`src/rtl/e_pkg.sv`:
```
// Shared types and constants for the e_rr_arb round-robin arbiter.
package e_pkg;

    // Arbiter FSM: IDLE re-arbitrates every cycle, LOCK holds the packet owner.
    typedef enum logic {
        IDLE = 1'b0,
        LOCK = 1'b1
    } e_rr_state_t;

    // Width of the completed-packet counter.
    localparam int unsigned E_RR_CNT_W = 16;

endpackage

```
`src/rtl/e_rr_pick.sv`:
```
// Combinational round-robin picker: first set request after ptr, with wrap.
// Rotates a doubled request vector so the search always starts at bit 0,
// finds the first set bit, then maps the offset back to an absolute index.
module e_rr_pick #(
    parameter int unsigned N   = 8,
    parameter int unsigned IDW = $clog2(N)
) (
    input  logic [N-1:0]   req,
    input  logic [IDW-1:0] ptr,
    output logic [N-1:0]   onehot,
    output logic [IDW-1:0] idx,
    output logic           any
);

    // One extra bit so start+offset (at most 2N-2) never overflows before the mod-N fold.
    localparam int unsigned SW = IDW + 1;

    logic [SW-1:0]  start;
    logic [2*N-1:0] dbl;
    logic [N-1:0]   rot;
    logic [SW-1:0]  off;
    logic [SW-1:0]  sum;
    logic           found;

    // Rotate, find first set, un-rotate; ptr itself is searched last.
    always_comb begin
        if (ptr == IDW'(N - 1)) begin
            start = '0;
        end else begin
            start = SW'(ptr) + SW'(1);
        end
        dbl   = {req, req} >> start;
        rot   = dbl[N-1:0];
        found = 1'b0;
        off   = '0;
        for (int unsigned k = 0; k < N; k++) begin
            if (!found && rot[k]) begin
                found = 1'b1;
                off   = SW'(k);
            end
        end
        sum = start + off;
        if (sum >= SW'(N)) begin
            sum = sum - SW'(N);
        end
        any    = found;
        idx    = found ? sum[IDW-1:0] : ptr;
        onehot = found ? (N'(1) << sum[IDW-1:0]) : '0;
    end

endmodule

```
`src/rtl/e_rr_arb.sv`:
```
// Round-robin packet arbiter with per-packet grant locking.
// Optional completed-packet counter is built when E_RR_ARB_CNT_EN is defined;
// otherwise gnt_cnt_o is tied to zero and no counter flops exist.
module e_rr_arb
    import e_pkg::*;
#(
    parameter int unsigned N   = 8,
    parameter int unsigned IDW = $clog2(N)
) (
    input  logic                  clk,
    input  logic                  arst,
    input  logic [N-1:0]          req_vld_i,
    input  logic [N-1:0]          req_last_i,
    output logic [N-1:0]          req_rdy_o,
    output logic                  gnt_vld_o,
    output logic [IDW-1:0]        gnt_id_o,
    output logic                  gnt_last_o,
    input  logic                  gnt_rdy_i,
    output logic [E_RR_CNT_W-1:0] gnt_cnt_o
);

    e_rr_state_t    state_r;
    logic [IDW-1:0] ptr_r;
    logic [IDW-1:0] own_r;

    logic [N-1:0]   pick_oh;
    logic [IDW-1:0] pick_idx;
    logic           pick_any;

    logic [N-1:0]   sel_oh;
    logic [IDW-1:0] sel;
    logic           xfer;

    e_rr_pick #(
        .N   (N),
        .IDW (IDW)
    ) u_pick (
        .req    (req_vld_i),
        .ptr    (ptr_r),
        .onehot (pick_oh),
        .idx    (pick_idx),
        .any    (pick_any)
    );

    // Select the owner while locked, otherwise the round-robin winner; drive handshakes.
    always_comb begin
        if (state_r == LOCK) begin
            sel_oh    = N'(1) << own_r;
            sel       = own_r;
            gnt_vld_o = |(sel_oh & req_vld_i);
        end else begin
            sel_oh    = pick_oh;
            sel       = pick_idx;
            gnt_vld_o = pick_any;
        end
        gnt_id_o   = sel;
        gnt_last_o = gnt_vld_o & (|(sel_oh & req_last_i));
        xfer       = gnt_vld_o & gnt_rdy_i;
        req_rdy_o  = sel_oh & {N{xfer}};
    end

    // Packet FSM: pointer advances on last beat, owner locks on a non-last first beat.
    always_ff @(posedge clk or posedge arst) begin
        if (arst) begin
            state_r <= IDLE;
            ptr_r   <= IDW'(N - 1);
            own_r   <= '0;
        end else if (xfer) begin
            case (state_r)
                IDLE: begin
                    if (gnt_last_o) begin
                        ptr_r <= sel;
                    end else begin
                        own_r   <= sel;
                        state_r <= LOCK;
                    end
                end
                LOCK: begin
                    if (gnt_last_o) begin
                        ptr_r   <= own_r;
                        state_r <= IDLE;
                    end
                end
            endcase
        end
    end

`ifdef E_RR_ARB_CNT_EN
    logic [E_RR_CNT_W-1:0] cnt_r;

    // Saturating count of completed packets.
    always_ff @(posedge clk or posedge arst) begin
        if (arst) begin
            cnt_r <= '0;
        end else if (xfer && gnt_last_o && (cnt_r != '1)) begin
            cnt_r <= cnt_r + 1'b1;
        end
    end

    assign gnt_cnt_o = cnt_r;
`else
    assign gnt_cnt_o = '0;
`endif

endmodule

```
`config.mk`:
```
export PLATFORM = sky130hd
export DESIGN_NAME = e_rr_arb
export DESIGN_NICKNAME = d
export VERILOG_FILES = /design/src/rtl/e_pkg.sv /design/src/rtl/e_rr_pick.sv /design/src/rtl/e_rr_arb.sv
export SDC_FILE = /design/constraint.sdc
export NUM_CORES = 1
export LEC_CHECK = 0
export CAP_MARGIN = 20
export CORE_ASPECT_RATIO = 1.25
export CORE_MARGIN = 3
export CORE_UTILIZATION = 30
export DETAILED_ROUTE_END_ITERATION = 10
export SYNTH_ARGS = -nofsm -noshare
export SYNTH_HDL_FRONTEND = slang
export SYNTH_SLANG_ARGS = --single-unit
```
`constraint.sdc`:
```
create_clock -name clk -period 4.7 [get_ports clk]
set_clock_uncertainty 0.05 [all_clocks]
set_input_delay 0.705 -clock clk [delete_from_list [all_inputs] [get_ports clk]]
set_output_delay 0.705 -clock clk [all_outputs]
set_load 0.02 [all_outputs]
```
==> impl_metrics.yaml <==
critical_path:
  r2r-end: "state_r$_DFFE_PP0P_"
  crit_path_start_kind: "flop"
  arrival_ns: 4.58
  slowest_stage: "dfstp_2"
  r2r_slack_ns: -0.61
  end_kind: "primary output"
  critPathRequiredTime_ns: 3.94
  crit_path_max_fanout: 5
  cp_cell_sequence: "ha_4 -> ha_4 -> or3_4 -> mux2_4 -> o211ai_1 -> o211a_1 -> a41o_1 -> ha_2 -> inv_2 -> fa_2 -> nand3b_1 -> a21oi_2 -> a41oi_2 -> a21oi_2 -> a222oi_1 -> o21a_1 -> nand3_2 -> and2_4 -> buf_6"
  cpPeakStageDelay_ns: 0.56
  critical_path_class: "reg2out"
  r2r_cells: 26
  crit_start: "ptr_r[1]$_DFFE_PP1P_"
  regToRegStartpoint: "ptr_r[1]$_DFFE_PP1P_"
synth:
  yosysUniqueCellTypes: 67
  yosys.area.top_type: "mux2i_1"
  syn_area_um2: 1735
  yosysWarnings: 0
  ys_seq_area_frac: 0.1031
  synth_edf_count: 0
  synthFlopType: "dfrtp_1"
  synth_top_cell_area_share: 0.09805
  synth_cells: 214
  netlist_top_cells_area: "mux2i_1 (9.8%), buf_4 (7.8%), mux2_2 (5.8%), dfrtp_1 (5.8%), mux4_2 (5.2%)"
  async_reset_ff_frac: 1.000
  syn_area_per_cell_um2: 8.109
  ys_seq_elements: 7
place:
  dp.cells: 350
  gp_congestion: 0.8850
  io_buffer_count: 31
  dpl.hpwl_um: 4243
cts:
  cts_tree: "built"
  cts_max_path_buffers: 2
  postCtsHoldBufs: 0
  numCtsBuffers: 3
  cts_max_level: 1
  clock-root-buffer: "clkbuf_8"
  path_clk_slew_ns: 0.04
  clk-insertion-delay-late_ns: 0.23
  clock-sinks: 7
layout:
  n_antenna_cell: 0
  layout-drive-gt1-share: 0.4727
  area_growth_pct: 59.77
  finalNetCount: 335
  final_cells: 375
route:
  wl_um: 5692
  post-route-drc-count: 0
  first_iter_violations: 101
  wl_per_cell_um: 15.18
  final_antenna_net_count: 0
  num_vias: 2023
  via_per_inst: 5.395
  dr.pass1.iters: 4
hold_path:
  hp-class: "reg2reg"
  whs_endpoint: "ptr_r[2]$_DFFE_PP1P_"
  hold_depth: 3
  hp-start: "ptr_r[2]$_DFFE_PP1P_"
timing:
  timing.final.max_slew_violations: 0
  maxSlewHeadroom: 0.5129
  tns_ns: -3.470
  setup_ws_ns: -0.6329
  rsz0062_at_grt: "true"
  fmax_mhz: 187.5
  final-setup-viol-count: 14
  hold_violations: 0
  finalCritPeriodShare: 1.135
  tightestPinTransition_ns: 0.7307
  fin_crit_ns: 5.333
flow_run:
  maxCapViolCount: 0
status:
  status: "finished with violations"
  violations: "negative setup slack"
global_routing:
  grt_overflow_total: 0
  grt_pass1_wl_um: 9363
  grt_pass1_vias: 2026
  grtUsageTotal: 0.1695
  grt_max_degree: 21
  antenna_found_initial: 0
die:
  die_h_um: 91.04
  die-width_um: 74.03
  boundaryPins: 48
  core_area_um2: 5518
  dieArea_um2: 6739
  core.rowCount: 30
  start_util: 0.3145
==> placed cells by master, fill, tap and decap left out, types with 4 or more instances in the layout <==
master / n
a32oi_1: 4
buf_6: 4
buf_4: 77
mux4_2: 4
a21oi_2: 4
a21oi_1: 6
o21ai_0: 4
dfrtp_1: 4
inv_1: 8
o211ai_1: 6
o21ai_2: 4
conb_1: 16
o21ai_1: 4
clkdlybuf4s50_1: 18
nand3_1: 5
mux2_2: 8
nand2_1: 14
mux2i_1: 17
nor2_1: 14
and2_1: 4
==> Yosys cell counts, types with 5 or more instances <==
cell	count
mux2i_1	17
a21oi_1	10
buf_4	18
o211ai_1	6
nand3_1	6
nor2_1	16
o21ai_1	5
mux2_2	9
o21ai_0	6
nand2_1	14
inv_1	9
and2_1	5
==> logic make-up after synthesis <==
group,Yosys count,share of synthesized area
AO/OA/AOI/OAI,64,0.2906
XOR/XNOR,2,0.01010
adder cells (fa/ha/maj),4,0.03317
buffers and inverters,38,0.1283
flip-flops,7,0.1031
multiplexers,32,0.2300
other,1,0.002161
AND/OR/NAND/NOR,66,0.2026
==> routing by layer <==
metal  GRT usage  wire [µm]
met5           0          0
met4     0.05287         95
met3     0.01329        262
met2      0.3062       3069
met1      0.2054       2264
==> sequential cells by signal, indices dropped and copies added, names as in the netlist <==
signal and flops:
ptr_r 3, state_r 1, own_r 3
==> critical path: cells and delay by family, from the launching register on <==
| kind | cells | cell delay (ns) |
|---|---|---|
| AOI/OAI and AO/OA | 8 | 1.53 |
| DFF | 1 | 0.56 |
| muxes | 1 | 0.27 |
| and+or+nand+nor | 4 | 0.76 |
| buffers and inverters | 2 | 0.15 |
| adders and majority gates | 4 | 1.07 |
==> through the flow <==
stage | util | hold WS, ns | cell area (µm²) | setup slack, ns
3_3_place_gp | 0.4395 | 0.5569 | 2425 | -1.119
3_5_place_dp | 0.4395 | 0.5573 | 2425 | -1.184
2_1_floorplan | - | 0.4166 | 1802 | -0.3932
4_1_cts | 0.4866 | 0.5910 | 2685 | -0.6595
6_report | 0.5025 | 0.5884 | 2773 | -0.6329
5_1_grt | 0.5025 | 0.6087 | 2773 | -0.8615
==> worst max path at each step <==
stage | end | slack (ns) | depth (start not counted)
after global placement | gnt_last_o | -1.12 | 19
after detailed placement | gnt_last_o | -1.18 | 19
final | gnt_last_o | -0.63 | 19
after floorplan | gnt_last_o | -0.39 | 19
after global routing | gnt_last_o | -0.86 | 19
after CTS | gnt_last_o | -0.66 | 19
==> timing repair <==
item,4_1_cts,5_1_grt
setup endpoints to repair,18,19
gates resized for setup,71,18
pin swaps,14,15
endpoints found under the hold margin,0,0
buffers inserted,17,6
==> final cells by class <==
class / instances / area (µm²)
fill: 532 / 2745
inverter: 10 / 37.54
multi-input combinational: 184 / 1553
tap: 64 / 80.08
timing repair buffer: 106 / 877.1
sequential: 7 / 178.9
clock inverter: 1 / 5.005
clock buffer: 3 / 41.29
Power is left out: the tool's default activity adds up to more than one toggle a clock period on the data nets, which glitch-free logic cannot reach.
